File: config.mk
export PLATFORM = sky130hd
export DESIGN_NAME = ft_emu_flat
export DESIGN_NICKNAME = d
export VERILOG_FILES = /design/src/rtl/ft_emu_pkg.sv /design/src/rtl/ft_emu_if.sv /design/src/rtl/ft_emu_fifo.sv /design/src/rtl/ft_emu.sv /design/src/flat_wrapper.sv
export SDC_FILE = /design/constraint.sdc
export NUM_CORES = 1
export LEC_CHECK = 0
export BUFFER_PORTS_ARGS = -buffer_cell sky130_fd_sc_hd__buf_2
export CORE_ASPECT_RATIO = 1.25
export CORE_MARGIN = 2
export CORE_UTILIZATION = 40
export CTS_CLUSTER_DIAMETER = 150
export DETAILED_ROUTE_END_ITERATION = 16
export GPL_ROUTABILITY_DRIVEN = 0
export HOLD_SLACK_MARGIN = 0.1
export PLACE_DENSITY = 0.54
export SETUP_SLACK_MARGIN = 0.15
export SYNTH_ARGS = -nofsm -noshare
export SYNTH_HDL_FRONTEND = slang
export SYNTH_SLANG_ARGS = --single-unit
File: constraint.sdc
create_clock -name clk -period 5.93 [get_ports clk]
set_input_delay 0.593 -clock clk [delete_from_list [all_inputs] [get_ports clk]]
set_output_delay 0.593 -clock clk [all_outputs]
set_load 0.05 [all_outputs]
File: src/rtl/ft_emu_pkg.sv
// ft_emu_pkg: shared types and constants for the FT600 chip-side emulator.
//   wr_state_e : write-direction FSM states (FPGA -> emulator).
//   rd_state_e : read-direction FSM states (emulator -> FPGA).
//   ERR_W      : width of the saturating protocol-error counter.
//   sat_inc    : saturating increment helper for ERR_W-wide counters.
package ft_emu_pkg;

    typedef enum logic [0:0] {
        W_GAP,
        W_READY
    } wr_state_e;

    typedef enum logic [1:0] {
        R_GAP,
        R_IDLE,
        R_AVAIL
    } rd_state_e;

    localparam int unsigned ERR_W = 16;

    function automatic logic [ERR_W-1:0] sat_inc(input logic [ERR_W-1:0] v);
        return (v == {ERR_W{1'b1}}) ? v : v + 1'b1;
    endfunction

endpackage

File: src/rtl/ft_emu_if.sv
// ft_emu_if: FT600 245-style synchronous FIFO bus plus the host-side streaming ports.
//   Bus   : txe_n, rxf_n (chip status), wr_n, rd_n, oe_n (FPGA strobes),
//           ft_din/be_din (FPGA -> chip), ft_dout/be_dout/dout_oe (chip -> FPGA).
//   Host  : host_tx_* (host -> out-FIFO), host_rx_* (in-FIFO -> host), valid/ready.
//   Modports: slave = the emulator, master = FPGA core and host model facing it.
interface ft_emu_if #(
    parameter int unsigned FT_DATA_WIDTH = 32
);
    localparam int unsigned BE_W = FT_DATA_WIDTH / 8;

    logic                     txe_n;
    logic                     rxf_n;
    logic                     wr_n;
    logic                     rd_n;
    logic                     oe_n;
    logic [FT_DATA_WIDTH-1:0] ft_din;
    logic [BE_W-1:0]          be_din;
    logic [FT_DATA_WIDTH-1:0] ft_dout;
    logic [BE_W-1:0]          be_dout;
    logic                     dout_oe;

    logic [FT_DATA_WIDTH-1:0] host_tx_data;
    logic                     host_tx_valid;
    logic                     host_tx_ready;
    logic [FT_DATA_WIDTH-1:0] host_rx_data;
    logic [BE_W-1:0]          host_rx_be;
    logic                     host_rx_valid;
    logic                     host_rx_ready;

    modport slave (
        output txe_n, rxf_n, ft_dout, be_dout, dout_oe,
        output host_tx_ready, host_rx_data, host_rx_be, host_rx_valid,
        input  wr_n, rd_n, oe_n, ft_din, be_din,
        input  host_tx_data, host_tx_valid, host_rx_ready
    );

    modport master (
        input  txe_n, rxf_n, ft_dout, be_dout, dout_oe,
        input  host_tx_ready, host_rx_data, host_rx_be, host_rx_valid,
        output wr_n, rd_n, oe_n, ft_din, be_din,
        output host_tx_data, host_tx_valid, host_rx_ready
    );

endinterface

File: src/rtl/ft_emu_fifo.sv
// ft_emu_fifo: synchronous show-ahead FIFO with a registered head output.
//   clk, reset     : clock, synchronous active-high reset (empties the FIFO).
//   push, wdata    : write side; push is ignored when full unless a pop happens too.
//   pop            : read side; ignored when empty.
//   rdata          : current head word (registered), valid whenever empty=0.
//   count/full/empty : occupancy status.
// DEPTH must be a power of two.
module ft_emu_fifo #(
    parameter int unsigned WIDTH = 8,
    parameter int unsigned DEPTH = 16
) (
    input  logic                       clk,
    input  logic                       reset,
    input  logic                       push,
    input  logic [WIDTH-1:0]           wdata,
    input  logic                       pop,
    output logic [WIDTH-1:0]           rdata,
    output logic [$clog2(DEPTH):0]     count,
    output logic                       full,
    output logic                       empty
);

    localparam int unsigned AW = $clog2(DEPTH);
    localparam int unsigned CW = AW + 1;

    logic [WIDTH-1:0] mem [DEPTH];
    logic [AW-1:0]    wptr_q, rptr_q, rptr_d;
    logic [CW-1:0]    count_q;
    logic [WIDTH-1:0] rdata_q, head_d;
    logic             do_push, do_pop;

    assign full    = (count_q == CW'(DEPTH));
    assign empty   = (count_q == '0);
    assign do_pop  = pop && !empty;
    assign do_push = push && (!full || do_pop);
    assign rptr_d  = rptr_q + AW'(do_pop);

    // Next head: a word pushed into a slot that becomes the head this cycle is
    // forwarded so the registered output never lags the memory.
    always_comb begin
        head_d = mem[rptr_d];
        if (do_push && (wptr_q == rptr_d)) begin
            head_d = wdata;
        end
    end

    always_ff @(posedge clk) begin
        if (do_push) begin
            mem[wptr_q] <= wdata;
        end
    end

    always_ff @(posedge clk) begin
        if (reset) begin
            wptr_q  <= '0;
            rptr_q  <= '0;
            count_q <= '0;
            rdata_q <= '0;
        end else begin
            if (do_push) begin
                wptr_q <= wptr_q + AW'(1);
            end
            rptr_q  <= rptr_d;
            count_q <= count_q + CW'(do_push) - CW'(do_pop);
            if (do_push || do_pop) begin
                rdata_q <= head_d;
            end
        end
    end

    assign rdata = rdata_q;
    assign count = count_q;

endmodule

File: src/rtl/ft_emu.sv
// ft_emu: chip-side emulator of the FT600 245-style synchronous FIFO bus.
// Faces ft600_fsm on the bus side and exposes host streaming ports instead of USB.
//   clk, reset : FT bus clock, synchronous active-high reset (discards buffered data).
//   bus        : ft_emu_if.slave -- txe_n/rxf_n/ft_dout/be_dout/dout_oe driven (registered),
//                wr_n/rd_n/oe_n/ft_din/be_din sampled; host_tx_* feeds the out-FIFO,
//                host_rx_* drains the in-FIFO.
//   err_count  : saturating count of cycles with at least one protocol violation.
// Optional macro FT_EMU_STATS_EN adds wr_words, rd_words (wrapping word counts) and
// gap_events (saturating count of cycles in which either FSM entered its gap).
module ft_emu
    import ft_emu_pkg::*;
#(
    parameter int unsigned FT_DATA_WIDTH = 32,
    parameter int unsigned BUF_DEPTH     = 16,
    parameter int unsigned PKT_WORDS     = 4096,
    parameter int unsigned GAP_CYCLES    = 4
) (
    input  logic             clk,
    input  logic             reset,
    ft_emu_if.slave          bus,
    output logic [ERR_W-1:0] err_count
`ifdef FT_EMU_STATS_EN
    ,
    output logic [31:0]      wr_words,
    output logic [31:0]      rd_words,
    output logic [15:0]      gap_events
`endif
);

    localparam int unsigned BE_W    = FT_DATA_WIDTH / 8;
    localparam int unsigned CNT_W   = $clog2(BUF_DEPTH) + 1;
    localparam int unsigned BURST_W = $clog2(PKT_WORDS + 1);
    localparam int unsigned GAP_W   = $clog2(GAP_CYCLES + 1);

    localparam logic [CNT_W-1:0]   FULL_CNT  = CNT_W'(BUF_DEPTH);
    localparam logic [BURST_W-1:0] LAST_WORD = BURST_W'(PKT_WORDS - 1);
    localparam logic [GAP_W-1:0]   GAP_INIT  = GAP_W'(GAP_CYCLES);

    wr_state_e          w_state;
    rd_state_e          r_state;
    logic [GAP_W-1:0]   w_gap, r_gap;
    logic [BURST_W-1:0] wr_burst, rd_burst;
    logic               txe_n_q, rxf_n_q, dout_oe_q;
    logic [ERR_W-1:0]   err_q;

    logic [FT_DATA_WIDTH+BE_W-1:0] in_rdata;
    logic [CNT_W-1:0]   in_count, out_count, in_cnt_nx, out_cnt_nx;
    logic               in_full, in_empty, out_full, out_empty;
    logic               wr_acc, rd_acc, in_pop, out_push, viol;
    logic               w_enter_gap, r_enter_gap;

    // Bus strobes that also break protocol are refused, so violations never move data.
    assign wr_acc   = !bus.wr_n && !txe_n_q && bus.oe_n && !in_full;
    assign rd_acc   = !bus.rd_n && !bus.oe_n && !rxf_n_q && dout_oe_q && !out_empty;
    assign in_pop   = !in_empty && bus.host_rx_ready;
    assign out_push = bus.host_tx_valid && !out_full;

    // Occupancy after this cycle's push/pop, used for look-ahead flow control.
    assign in_cnt_nx  = in_count + CNT_W'(wr_acc) - CNT_W'(in_pop);
    assign out_cnt_nx = out_count + CNT_W'(out_push) - CNT_W'(rd_acc);

    assign w_enter_gap = (w_state == W_READY) &&
                         ((in_cnt_nx == FULL_CNT) || (wr_acc && (wr_burst == LAST_WORD)));
    assign r_enter_gap = (r_state == R_AVAIL) && rd_acc && (rd_burst == LAST_WORD);

    assign viol = (!bus.wr_n && txe_n_q) || (!bus.rd_n && rxf_n_q) ||
                  (!bus.rd_n && !dout_oe_q) || (!bus.wr_n && !bus.oe_n);

    ft_emu_fifo #(
        .WIDTH (FT_DATA_WIDTH + BE_W),
        .DEPTH (BUF_DEPTH)
    ) u_in_fifo (
        .clk   (clk),
        .reset (reset),
        .push  (wr_acc),
        .wdata ({bus.be_din, bus.ft_din}),
        .pop   (in_pop),
        .rdata (in_rdata),
        .count (in_count),
        .full  (in_full),
        .empty (in_empty)
    );

    ft_emu_fifo #(
        .WIDTH (FT_DATA_WIDTH),
        .DEPTH (BUF_DEPTH)
    ) u_out_fifo (
        .clk   (clk),
        .reset (reset),
        .push  (out_push),
        .wdata (bus.host_tx_data),
        .pop   (rd_acc),
        .rdata (bus.ft_dout),
        .count (out_count),
        .full  (out_full),
        .empty (out_empty)
    );

    // Write FSM: txe_n low only in W_READY; leaves early so an accepted word always fits.
    always_ff @(posedge clk) begin
        if (reset) begin
            w_state  <= W_GAP;
            w_gap    <= GAP_INIT;
            wr_burst <= '0;
            txe_n_q  <= 1'b1;
        end else begin
            unique case (w_state)
                W_GAP: begin
                    if (w_gap > GAP_W'(1)) begin
                        w_gap <= w_gap - GAP_W'(1);
                    end else if (in_cnt_nx != FULL_CNT) begin
                        w_state <= W_READY;
                        txe_n_q <= 1'b0;
                    end
                end
                W_READY: begin
                    if (w_enter_gap) begin
                        w_state  <= W_GAP;
                        w_gap    <= GAP_INIT;
                        wr_burst <= '0;
                        txe_n_q  <= 1'b1;
                    end else if (wr_acc) begin
                        wr_burst <= wr_burst + BURST_W'(1);
                    end
                end
                default: begin
                    w_state <= W_GAP;
                    w_gap   <= GAP_INIT;
                    txe_n_q <= 1'b1;
                end
            endcase
        end
    end

    // Read FSM: dout_oe follows ~oe_n one cycle late, but only while data is offered.
    always_ff @(posedge clk) begin
        if (reset) begin
            r_state   <= R_GAP;
            r_gap     <= GAP_INIT;
            rd_burst  <= '0;
            rxf_n_q   <= 1'b1;
            dout_oe_q <= 1'b0;
        end else begin
            dout_oe_q <= 1'b0;
            unique case (r_state)
                R_GAP: begin
                    if (r_gap > GAP_W'(1)) begin
                        r_gap <= r_gap - GAP_W'(1);
                    end else if (out_cnt_nx != '0) begin
                        r_state   <= R_AVAIL;
                        rxf_n_q   <= 1'b0;
                        dout_oe_q <= !bus.oe_n;
                    end else begin
                        r_state <= R_IDLE;
                    end
                end
                R_IDLE: begin
                    if (out_cnt_nx != '0) begin
                        r_state   <= R_AVAIL;
                        rxf_n_q   <= 1'b0;
                        dout_oe_q <= !bus.oe_n;
                    end
                end
                R_AVAIL: begin
                    if (r_enter_gap) begin
                        r_state  <= R_GAP;
                        r_gap    <= GAP_INIT;
                        rd_burst <= '0;
                        rxf_n_q  <= 1'b1;
                    end else if (out_cnt_nx == '0) begin
                        r_state  <= R_IDLE;
                        rd_burst <= '0;
                        rxf_n_q  <= 1'b1;
                    end else begin
                        dout_oe_q <= !bus.oe_n;
                        if (rd_acc) begin
                            rd_burst <= rd_burst + BURST_W'(1);
                        end
                    end
                end
                default: begin
                    r_state <= R_GAP;
                    r_gap   <= GAP_INIT;
                    rxf_n_q <= 1'b1;
                end
            endcase
        end
    end

    always_ff @(posedge clk) begin
        if (reset) begin
            err_q <= '0;
        end else if (viol) begin
            err_q <= sat_inc(err_q);
        end
    end

`ifdef FT_EMU_STATS_EN
    logic [31:0] wr_words_q, rd_words_q;
    logic [15:0] gap_events_q;

    always_ff @(posedge clk) begin
        if (reset) begin
            wr_words_q   <= '0;
            rd_words_q   <= '0;
            gap_events_q <= '0;
        end else begin
            wr_words_q <= wr_words_q + 32'(wr_acc);
            rd_words_q <= rd_words_q + 32'(rd_acc);
            if (w_enter_gap || r_enter_gap) begin
                gap_events_q <= sat_inc(gap_events_q);
            end
        end
    end

    assign wr_words   = wr_words_q;
    assign rd_words   = rd_words_q;
    assign gap_events = gap_events_q;
`endif

    assign bus.txe_n         = txe_n_q;
    assign bus.rxf_n         = rxf_n_q;
    assign bus.dout_oe       = dout_oe_q;
    assign bus.be_dout       = {BE_W{1'b1}};
    assign bus.host_tx_ready = !out_full;
    assign bus.host_rx_valid = !in_empty;
    assign bus.host_rx_data  = in_rdata[FT_DATA_WIDTH-1:0];
    assign bus.host_rx_be    = in_rdata[FT_DATA_WIDTH+BE_W-1:FT_DATA_WIDTH];
    assign err_count         = err_q;

endmodule

File: src/flat_wrapper.sv
// flat-port wrapper written by rule: the top's interface ports become plain ports
module ft_emu_flat import ft_emu_pkg::*;
#(
    parameter int unsigned FT_DATA_WIDTH = 32,
    parameter int unsigned BUF_DEPTH     = 16,
    parameter int unsigned PKT_WORDS     = 4096,
    parameter int unsigned GAP_CYCLES    = 4
)
  (clk, reset, err_count, bus_txe_n, bus_rxf_n, bus_ft_dout, bus_be_dout, bus_dout_oe, bus_host_tx_ready, bus_host_rx_data, bus_host_rx_be, bus_host_rx_valid, bus_wr_n, bus_rd_n, bus_oe_n, bus_ft_din, bus_be_din, bus_host_tx_data, bus_host_tx_valid, bus_host_rx_ready);
  ft_emu_if #(.FT_DATA_WIDTH(FT_DATA_WIDTH)) bus_i ();
  input  logic clk;
  input  logic reset;
  output logic [ERR_W-1:0] err_count;
  output wire logic [$bits(bus_i.txe_n)-1:0] bus_txe_n;
  output wire logic [$bits(bus_i.rxf_n)-1:0] bus_rxf_n;
  output wire logic [$bits(bus_i.ft_dout)-1:0] bus_ft_dout;
  output wire logic [$bits(bus_i.be_dout)-1:0] bus_be_dout;
  output wire logic [$bits(bus_i.dout_oe)-1:0] bus_dout_oe;
  output wire logic [$bits(bus_i.host_tx_ready)-1:0] bus_host_tx_ready;
  output wire logic [$bits(bus_i.host_rx_data)-1:0] bus_host_rx_data;
  output wire logic [$bits(bus_i.host_rx_be)-1:0] bus_host_rx_be;
  output wire logic [$bits(bus_i.host_rx_valid)-1:0] bus_host_rx_valid;
  input wire logic [$bits(bus_i.wr_n)-1:0] bus_wr_n;
  input wire logic [$bits(bus_i.rd_n)-1:0] bus_rd_n;
  input wire logic [$bits(bus_i.oe_n)-1:0] bus_oe_n;
  input wire logic [$bits(bus_i.ft_din)-1:0] bus_ft_din;
  input wire logic [$bits(bus_i.be_din)-1:0] bus_be_din;
  input wire logic [$bits(bus_i.host_tx_data)-1:0] bus_host_tx_data;
  input wire logic [$bits(bus_i.host_tx_valid)-1:0] bus_host_tx_valid;
  input wire logic [$bits(bus_i.host_rx_ready)-1:0] bus_host_rx_ready;
  assign bus_txe_n = bus_i.txe_n;
  assign bus_rxf_n = bus_i.rxf_n;
  assign bus_ft_dout = bus_i.ft_dout;
  assign bus_be_dout = bus_i.be_dout;
  assign bus_dout_oe = bus_i.dout_oe;
  assign bus_host_tx_ready = bus_i.host_tx_ready;
  assign bus_host_rx_data = bus_i.host_rx_data;
  assign bus_host_rx_be = bus_i.host_rx_be;
  assign bus_host_rx_valid = bus_i.host_rx_valid;
  assign bus_i.wr_n = bus_wr_n;
  assign bus_i.rd_n = bus_rd_n;
  assign bus_i.oe_n = bus_oe_n;
  assign bus_i.ft_din = bus_ft_din;
  assign bus_i.be_din = bus_be_din;
  assign bus_i.host_tx_data = bus_host_tx_data;
  assign bus_i.host_tx_valid = bus_host_tx_valid;
  assign bus_i.host_rx_ready = bus_host_rx_ready;
  ft_emu #(.FT_DATA_WIDTH(FT_DATA_WIDTH), .BUF_DEPTH(BUF_DEPTH), .PKT_WORDS(PKT_WORDS), .GAP_CYCLES(GAP_CYCLES)) u_core (.clk(clk), .reset(reset), .bus(bus_i), .err_count(err_count));
endmodule
---- Word level (Yosys, flattened, before mapping) ----
Memory sizes are Yosys's and may differ from the RTL's. A register that Yosys moved wholly into a read port is not among the register bits.
Cells that the tools add are included.
storage, ports and cells
  bits in registers ....................... 80
  bits in latches ......................... 0
  RAM bits ................................ 1088
  ROM bits ................................ 0
  input bits .............................. 75
  output and inout bits ................... 93
  word-level logic and storage cells ...... 151
  memories kept ........................... 2
memory list
  name                   depth  width  read ports  clocked after memory_dff  wr ports  RTL line           source
  u_core.u_in_fifo.mem   16     36     1           1                         1         ft_emu_fifo.sv:26  logic [WIDTH-1:0] mem [DEPTH];
  u_core.u_out_fifo.mem  16     32     1           1                         1         ft_emu_fifo.sv:26
cells by class
  $add $sub $neg .......................... 17
  multiply operators ...................... 0
  div/mod/pow operators ................... 0
  order comparisons ....................... 2
  equal/unequal tests ..................... 18
  shifts and indexed selects .............. 0
  multiplexer cells ....................... 39
  bitwise gates (word level) .............. 3
  reduce and logical (&&, ||, !) cells .... 54
operators by type and width
  cell                     count
  $mux W13                 5
  $add A13 B1 Y13 const B  2
  $eq A13 B12 Y1 const B   2
  $logic_and A1 B1 Y1      21
  $add A5 B1 Y5            4
  $sub A5 B1 Y5            4
  $mux W1                  18
  $add A16 B1 Y16 const B  1
  $eq A16 B16 Y1 const B   1
  $eq A5 B5 Y1 const B     3
  $logic_not A5 Y1         3
  $mux W3                  4
  $logic_not A1 Y1         10
  $mux W2                  5
  $ne A2 B1 Y1 const B     5
  $reduce_and A2 Y1        5
  $pmux W3 S3              1
  $reduce_and A3 Y1        3
  $add A4 B1 Y4            2
  $add A4 B1 Y4 const B    2
  $logic_or A1 B1 Y1       8
  $gt A3 B1 Y1 const B     2
  $ne A2 B2 Y1 const B     3
  $pmux W1 S3              2
  13 further kinds         17

---- Logic depth before layout (Yosys ltp) ----
Gate-level depths: netlist of run 1.
  depth after elaboration ................. 11
  mapped depth ............................ 19
  mapped depth without buffers ............ 17

---- By module ----
A second synthesis of run 1 with hierarchy kept.
unflattened totals
  cell total of the unflattened synthesis .. 2547
  area, all modules ....................... 49616.3 µm²
modules (own cells, without submodules)
  module                           times used  cells each  area each (µm²)  seq. area each (µm²)
  ft_emu_fifo (u_core.u_in_fifo)   1           1138        24527.3          18277.5
  ft_emu_fifo (u_core.u_out_fifo)  1           1026        21942.3          16275.6
  ft_emu                           1           383         3146.8           1081.0

---- Worst setup path before layout of run 1 ----
Ideal clock, no wire load.
  path type ............................... register -> register
  start point ............................. reg u_core.u_in_fifo.count_q[2], in the netlist u_core.u_in_fifo.count[2]
  end point ............................... mem u_core.u_in_fifo.mem[3][0] (netlist name), enable pin
  setup time .............................. 474 ps
  data arrival time ....................... 3857 ps
  required time ........................... 5456 ps
  slack ................................... 1599 ps
  cell stages (with the launch flop) ...... 9
  buffers on the path ..................... 1
  clock period less this slack ............ 4331 ps
  cell sequence ........................... dfxtp_1 -> inv_1 -> ha_1 -> nor3b_2 -> a211o_4 -> clkinv_2 -> buf_6 -> nand2_1 -> nor3_1
on the way
  word-level cells in the longest chain between the ends .. 8
  elaborated cells on any way between the ends .. 11
  classes of those cells .................. eq/ne: 1; mux: 2; reduce/logical: 8
RTL lines
  what                               RTL line                         source
  start: declaration                 ft_emu_fifo.sv:28                logic [CW-1:0] count_q;
  start signal: assignment           ft_emu_fifo.sv:64                count_q <= count_q + CW'(do_push) - CW'(do_pop);
  $logic_not A5 Y1                   ft_emu_fifo.sv:33                assign empty = (count_q == '0);
  $logic_not A1 Y1                   ft_emu_fifo.sv:34, ft_emu.sv:55
  $logic_and A1 B1 Y1                ft_emu.sv:55                     assign in_pop = !in_empty && bus.host_rx_ready;
  $logic_and A1 B1 Y1                ft_emu_fifo.sv:34                assign do_pop = pop && !empty;
  $logic_or A1 B1 Y1                 ft_emu_fifo.sv:35                assign do_push = push && (!full || do_pop);
  $logic_and A1 B1 Y1 (*)            ft_emu_fifo.sv:35
  $mux W1 (*)                        ft_emu_fifo.sv:48                if (do_push) begin
  $mux W1 (implied by the code) (*)  ft_emu_fifo.sv:49                mem[wptr_q] <= wdata;
  end: declaration                   ft_emu_fifo.sv:26
Every way passes the cells marked *; elsewhere a longest branch is shown, timed or not.

---- Worst setup path after layout of run 1 ----
  start point ............................. reg u_core.u_out_fifo.count_q[3], in the netlist u_core.u_out_fifo.count[3]
  end point ............................... reg u_core.u_out_fifo.rdata_q[23], in the netlist u_core.u_out_fifo.rdata[23] (read register of u_core.u_out_fifo.mem)
on the way
  elaborated cells on any way between the ends .. 11
  classes of those cells .................. add/sub: 1; eq/ne: 1; reduce/logical: 9
RTL lines
  what                             RTL line                         source
  start: declaration               ft_emu_fifo.sv:28
  start signal: assignment         ft_emu_fifo.sv:64
  $logic_not A5 Y1 (*)             ft_emu_fifo.sv:33
  $logic_not A1 Y1 (*)             ft_emu_fifo.sv:34, ft_emu.sv:54
  $logic_and A1 B1 Y1              ft_emu.sv:54                     assign rd_acc = !bus.rd_n && !bus.oe_n && !rxf_n_q && dout_oe_q && !out_empty;
  $logic_and A1 B1 Y1 (*)          ft_emu_fifo.sv:34
  $add A4 B1 Y4 (*)                ft_emu_fifo.sv:36                assign rptr_d = rptr_q + AW'(do_pop);
  via u_core.u_out_fifo.rptr_d[0]  ft_emu_fifo.sv:27                logic [AW-1:0] wptr_q, rptr_q, rptr_d;
  end: declaration                 ft_emu_fifo.sv:29                logic [WIDTH-1:0] rdata_q, head_d;
Mark *: on every way through the listed nets, which the timed path passes. The rest lies on a longest branch.
A chain may end at the register's enable or synchronous reset.

==> impl_metrics.ini, run 1 <==
[worst_hold_path]
hold_path.class = in -> reg
hp-start = bus_ft_din[22]
holdPathStages = 1
min_to = u_core.u_in_fifo.mem[14][22]

[sta]
setup_tns_ps = 0
post-route-period-util_pct = 68.54
fin_skew_ps = 54.16
hold_viol = 0
fmaxAchievable_ghz = 0.2460
worst_pin_slew_ps = 1147
timing.final.crit_period_ps = 4064
relSlewSlack_pct = 23.35
rsz0062_at_grt = false
drv_slew = 0
setup_viol = 0

[yosys]
async_flop_share_pct = 0
syn_area_per_cell_um2 = 19.38
synth.distinct_cells = 68
yosysTopAreaCellShare_pct = 67.18
yosysWarnings = 0
ys_ff_latch = 1236
synth_edf_count = 1088
syn_inst = 2509
synth_seq_area_share_pct = 73.28
syn_area_um2 = 48630
synth_flop_cell = edfxtp_1
synthTopCellsByArea = edfxtp_1 67%, mux4_2 14%, dfxtp_1 6.1%
synth_top_cell_by_area = edfxtp_1

[clocking]
clkSlewWorstSetupHoldPaths_ps = 60
cts_buffers = 119
cts_tree = done
cts_resized = 0
cts.sinks = 1236
h-tree-depth = 3
clk_path_buf_depth = 3
worstSkewPairLatency_ps = 750
cts_root_buf = clkbuf_16

[status]
status = complete, no violations

[die]
die-height_um = 393.8
rows = 143
num_io_pins = 168
core-area_um2 = 121100
initial_core_util_pct = 40.15
die_area_um2 = 124400
die_w_um = 315.9

[cells_and_area]
final_core_util_pct = 45.87
nNetsFinal = 2827
drive_above_1_share_pct = 27.36
postLayoutCellArea_um2 = 55570
areaGrowthSynthToFinish_pct = 14.26
stdcell_count = 4411
fillers = 10240

[worst_setup_path]
slowest_stage = ha_4
cp_top_family = multiplexers
cpPeakStageDelay_ps = 830
cp_cell_sequence = inv_1 -> ha_1 -> or4b_1 -> nand2_1 -> inv_2 -> ha_4 -> buf_4 -> mux4_2 -> mux4_2 -> nand2_1 -> a311oi_1
reg2reg_to = u_core.u_out_fifo.rdata[23]
cp_max_fo = 39
r2r-start = u_core.u_out_fifo.count[3]
path_buf_inv = 3
worstPathArrival_ps = 4630
ff2ff_path_depth = 11
startpoint_type = register
cp-end-kind = register
crit_type = reg -> reg
worst-r2r-setup-slack_ps = 1870
crit_required_ps = 6490
crit_start = u_core.u_out_fifo.count[3]

[place]
post-place-cells = 4182
dpl_cell_area_um2 = 51590
io_buffer_count = 163
dpl.hpwl_mm = 62.17

[pwr]
internal_power_w = 0.01621
p_comb_share_pct = 22.3
power_frac_seq_pct = 44.3
p_sw_w = 0.006431
p_sw_share_pct = 28.41
ir_drop_uv = 300.2
clockPowerShare_pct = 33.4
powerDensity_nw_per_um2 = 407.4
p_leak_nw = 17.81

[detailed_routing]
drtIter0Drc = 1962
drt_wl_total_mm = 116.3
remaining_drc_errors = 0
vias = 24390
drtPass1Iterations = 5
ant_nets = 0
wire_per_inst_um = 26.36
vias_per_cell = 5.530

[grt]
grt_use_total_pct = 18.74
grt_pass1_wl_mm = 170.5
first_global_vias = 25910
grt_overflow_total = 0
antenna_found_initial = 17
grt_max_degree = 110

[job]
maxCapViolCount = 0
## placed cells by master, fill, tap and decap left out, types with 38 or more instances in the layout
cell type,Yosys,routed
a211oi_1,50,50
nor2_1,118,94
buf_2,40,162
mux4_2,304,304
inv_1,42,42
a21o_1,38,38
clkbuf_16,0,120
nand2_1,101,101
mux2i_1,40,40
dfxtp_1,148,148
edfxtp_1,1088,1088
buf_4,19,50
a21oi_1,64,64
nor2b_1,47,46
## cell usage after synthesis (3+ instances only)
cell type	instances
a21oi_1	64
clkbuf_1	60
buf_6	8
a22o_1	36
inv_2	3
and3_1	5
dfxtp_1	148
nand2b_1	13
buf_1	17
a311oi_1	32
a21oi_2	3
nand2_1	101
o21bai_1	6
a211oi_1	50
or4_1	16
nand4_1	15
or2_2	3
fa_1	4
or4b_1	3
edfxtp_1	1088
mux2i_1	40
and2_1	4
xor2_1	20
buf_4	19
mux4_2	304
xnor2_1	21
o41ai_1	4
and4_1	3
ha_1	39
nor2b_1	47
nand3_1	12
nor2_1	118
o21ai_0	8
inv_1	42
or3_1	4
a21o_1	38
buf_2	40
a31oi_1	3
o31ai_1	15
nor3_1	19
## power groups by stage
stage	Sequential, W	Combinational [W]	Clock, W
2_1_floorplan	0.0107	0.00338	0
5_1_grt	0.0101	0.00550	0.00807
4_1_cts	0.0100	0.00516	0.00774
6_report	0.0100	0.00505	0.00757
3_5_place_dp	0.0102	0.00514	0
3_3_place_gp	0.0102	0.00506	0
## how the worst max path moves through the flow
stage / cells past startpoint / end / slack, ps
detailed placement: 10 / u_core.u_out_fifo.rdata[2] / 1650
global placement: 10 / u_core.u_out_fifo.rdata[20] / 1750
CTS: 11 / u_core.u_out_fifo.rdata[23] / 1770
floorplan: 8 / u_core.u_in_fifo.mem[3][0] / 1600
global route: 11 / u_core.u_out_fifo.rdata[22] / 1540
finish: 11 / u_core.u_out_fifo.rdata[23] / 1870
## logic make-up after synthesis
| logic type | after synthesis | synth area share [%] |
|---|---|---|
| DFF | 1236 | 73.28 |
| and+or+nand+nor | 379 | 3.906 |
| muxes | 344 | 14.90 |
| AOI/OAI and AO/OA | 273 | 4.093 |
| buffers and inverters | 190 | 1.842 |
| adders and majority gates | 43 | 1.168 |
| xor gates and xnor gates | 43 | 0.8053 |
| other | 1 | 0.007711 |
## registers in the layout, indices dropped and copies added (netlist names), 5 cells and up
signal / count
u_core.u_out_fifo.count: 5
u_core.u_in_fifo.count: 5
u_core.u_in_fifo.mem: 576
u_core.err_count: 16
u_core.u_in_fifo.rdata: 36
u_core.wr_burst: 13
u_core.u_out_fifo.rdata: 32
u_core.u_out_fifo.mem: 512
u_core.rd_burst: 13
## layout make-up
class,instances,area [µm²],share of cell area (%)
Clock buffer,152,3193,5.746
Multi-Input combinational cell,1086,12460,22.42
Timing Repair Buffer,220,1336,2.405
Tap cell,1595,1996,3.591
Clock inverter,74,768.2,1.383
Inverter,46,173.9,0.3130
Antenna cell,2,5.005,0.009007
Sequential cell,1236,35630,64.13
## stage by stage
stage / total power, W / hold WS, ps / setup slack [ps]
6_report: 0.02264 / 229.7 / 1866
5_1_grt: 0.02363 / 202.3 / 1543
4_1_cts: 0.02293 / 166.4 / 1771
3_5_place_dp: 0.01535 / 448.6 / 1654
3_3_place_gp: 0.01527 / 452.3 / 1746
2_1_floorplan: 0.01407 / 422.2 / 1599
## layer usage
metal / vias up / track usage [%] / wire length [µm] / part of all wire, %
met1: 12950 / 22.89 / 45220 / 39
met5: - / 0 / 116 / 0.10
met4: 18 / 6.043 / 3161 / 2.7
met2: 621 / 33.16 / 61350 / 53
met3: 196 / 3.662 / 6446 / 5.5
li1: 10610 / - / - / -
## repair_timing
item                      in CTS  in global routing
hold endpoints to repair       1                  0
hold buffers                   1                  0
buffers inserted               0                  0
## worst reg2reg max path, cell delays in order, from the launching register on
cell and delay, ps:
dfxtp_1 320, inv_1 80, ha_1 160, or4b_1 460
nand2_1 200, inv_2 90, ha_4 830, buf_4 530
mux4_2 570, mux4_2 480, nand2_1 80, a311oi_1 90
(Power assumes the default switching activity.)
==> run 2, diff against run 1 <==
ABC_AREA = 1   (was unset)
clock period = 4 ns   (was 5.93 ns; I/O delays follow)
==> run 2 against run 1 <==
  * First-iteration DRC count grew 48%
  * Clock power grew 61%
  * Combinational power grew 93%
  * Largest power group unchanged
  * Routed wire length grew 21%
  * Clock skew shrank 24 ps
  * Area after synthesis grew 5.7%
  * Global-route usage grew 2.5 points
==> impl_metrics.ini, run 2 <==
[detailed_routing]
dr_wl_met2_mm = 71.99
ant_nets = 0
drtPass1Iterations = 5
drtIter0Drc = 2903
remaining_drc_errors = 0
wire_per_inst_um = 20.78
highest-signal-layer = met5
vias_per_cell = 5.223
drt_wl_total_mm = 141.3
wl_met3_mm = 6.897
wl_met1_mm = 58.22
vias = 35520

[yosys]
synth.distinct_cells = 36
synthTopCellsByArea = edfxtp_1 64%, nand2_1 12%, nand3_1 7.1%
syn_inst = 4803
synth_edf_count = 1088
synth_commonest_cells = 1673 x nand2_1, 1088 x edfxtp_1, 726 x nand3_1, 203 x nor2_1, 201 x o21ai_0
synth_top_cell_by_area = edfxtp_1
syn_area_per_cell_um2 = 10.70
yosysTopAreaCellShare_pct = 63.55
ys_ff_latch = 1236
yosysMostFrequentCell = nand2_1
synth_seq_area_share_pct = 69.32
async_flop_share_pct = 0
synth_flop_cell = edfxtp_1
yosysWarnings = 0
syn_area_um2 = 51410

[die]
rows = 147
initial_core_util_pct = 40.16
die_w_um = 324.6
die-height_um = 404.8
num_io_pins = 168
die_area_um2 = 131400
core-area_um2 = 128000

[worst_setup_path]
crit_required_ps = 4680
crit_top_cell = nand2_1
ff2ff_path_depth = 16
cp_max_fo = 32
startpoint_type = register
cpPeakStageDelay_ps = 670
reg2reg_to = u_core.u_out_fifo.rdata[14]
cp-end-kind = register
crit_type = reg -> reg
worstPathArrival_ps = 4130
slowest_stage = inv_2
worst-r2r-setup-slack_ps = 550
r2r-start = u_core.u_out_fifo.count[1]
cp_cell_sequence = inv_1 -> nand4_1 -> nand2_1 -> inv_1 -> ha_4 -> ha_4 -> inv_4 -> nand2_1 -> nand2_1 -> nand3_1 -> nor2_1 -> nand3_1 -> nor2_4 -> inv_2 -> nand2_1 -> a21oi_1

[clocking]
clkSlewWorstSetupHoldPaths_ps = 60
cts_tree = done
worstSkewPairLatency_ps = 760
clk_path_buf_depth = 3
h-tree-depth = 4
cts.sinks = 1236
cts_buffers = 130
cts_root_buf = clkbuf_16

[place]
dpl.hpwl_mm = 73.71
dpl_cell_area_um2 = 54820
io_buffer_count = 163
post-place-cells = 6496

[sta]
setup_tns_ps = 0
worst_pin_slew_ps = 965.2
setup_viol = 0
relSlewSlack_pct = 35.56
hold_viol = 0
post-route-period-util_pct = 86.27
fmaxAchievable_ghz = 0.2898
rsz0062_at_grt = false
timing.final.crit_period_ps = 3451
fin_skew_ps = 30.59
drv_slew = 0

[cells_and_area]
diodes = 0
final_core_util_pct = 46.73
top_register = u_core.u_in_fifo.mem
drive_above_1_share_pct = 9.986
postLayoutCellArea_um2 = 59820
largest_reg_flops = 576
mostFrequentLayoutCell = nand2_1
stdcell_count = 6800
areaGrowthSynthToFinish_pct = 16.36
nNetsFinal = 5103
layout_common_cells = 1671 x nand2_1, 1088 x edfxtp_1, 726 x nand3_1

[grt]
grt_pass1_wl_mm = 212.5
grt_overflow_total = 0
grt_max_degree = 158
first_global_vias = 34400
grt_use_total_pct = 21.28
antenna_found_initial = 5

[pwr]
clockPowerShare_pct = 33.2
ir_drop_uv = 859.0
p_sw_share_pct = 33.53
powerDensity_nw_per_um2 = 616.1
power_frac_seq_pct = 40.4
internal_power_w = 0.02450
p_sw_w = 0.01236
p_leak_nw = 22.03
p_comb_share_pct = 26.4

[status]
status = complete, no violations

[worst_hold_path]
min_to = u_core.u_in_fifo.count[0]
hp-start = bus_host_rx_ready
holdPathStages = 6
hold_path.class = in -> reg

[job]
maxCapViolCount = 0
-- run 2: timing repair --
action / 4_1_cts / 5_1_grt
hold endpoints to repair: 1112 / 0
hold buffers: 70 / 0
buffers inserted: 0 / 0
setup endpoints to repair: 0 / 5
resized for setup: 0 / 1
-- run 2: worst max path at each step --
stage / from / to / slack [ps] / depth (start not counted)
6_report: u_core.u_out_fifo.count[1] / u_core.u_out_fifo.rdata[14] / 550 / 16
5_1_grt: u_core.u_in_fifo.count[3] / u_core.wr_burst[7] / 310 / 21
4_1_cts: u_core.u_in_fifo.count[3] / u_core.wr_burst[7] / 480 / 21
3_5_place_dp: u_core.u_in_fifo.count[3] / u_core.wr_burst[7] / 510 / 21
3_3_place_gp: u_core.u_in_fifo.count[3] / u_core.wr_burst[7] / 530 / 21
2_1_floorplan: u_core.bus.txe_n / u_core.u_in_fifo.mem[0][0] / 540 / 6
-- run 2: layout make-up --
type,instances,area [µm²]
Fill cell,11850,68190
Timing Repair Buffer,331,2740
Sequential cell,1236,35630
Inverter,123,484.2
Clock inverter,63,714.4
Multi-Input combinational cell,3163,14520
Clock buffer,171,3583
Tap cell,1713,2143
-- run 2: power by group through the flow --
stage                     Combinational (W)  Sequential (W)  Clock (W)
final                               0.00973          0.0149     0.0122
after floorplan                     0.00609          0.0159          0
after global routing                 0.0109          0.0149     0.0130
after detailed placement            0.00970          0.0152          0
after CTS                           0.00980          0.0149     0.0125
after global placement              0.00967          0.0151          0
-- run 2: critical path: cells and delay by family (launching register included) --
| kind | cells | cell delay, ps |
|---|---|---|
| adders and majority gates | 2 | 660 |
| and+or+nand+nor | 9 | 860 |
| AOI/OAI and AO/OA | 1 | 200 |
| DFF | 1 | 340 |
| buffers and inverters | 4 | 1260 |
-- run 2: metrics by stage --
stage | setup WS [ps] | hold WS (ps) | power, W
after global placement | 533.7 | 441.7 | 0.02482
final | 549.1 | 260.1 | 0.03685
after detailed placement | 505.5 | 448.0 | 0.02486
after CTS | 483.3 | 202.7 | 0.03718
after floorplan | 541.8 | 428.9 | 0.02198
after global routing | 309.3 | 281.9 | 0.03876
-- run 2: layer usage --
metal,vias up,global-route usage (%)
met5,-,0
met4,2,7.545
met3,246,2.894
met2,936,38.11
met1,17390,26.27
li1,16950,-
-- run 2: kinds of logic after synthesis --
group	share of synthesized area (%)
xor gates and xnor gates	0.4113
and+or+nand+nor	22.14
other	0.007295
adders and majority gates	1.105
buffers and inverters	3.213
AOI/OAI and AO/OA	3.802
DFF	69.32
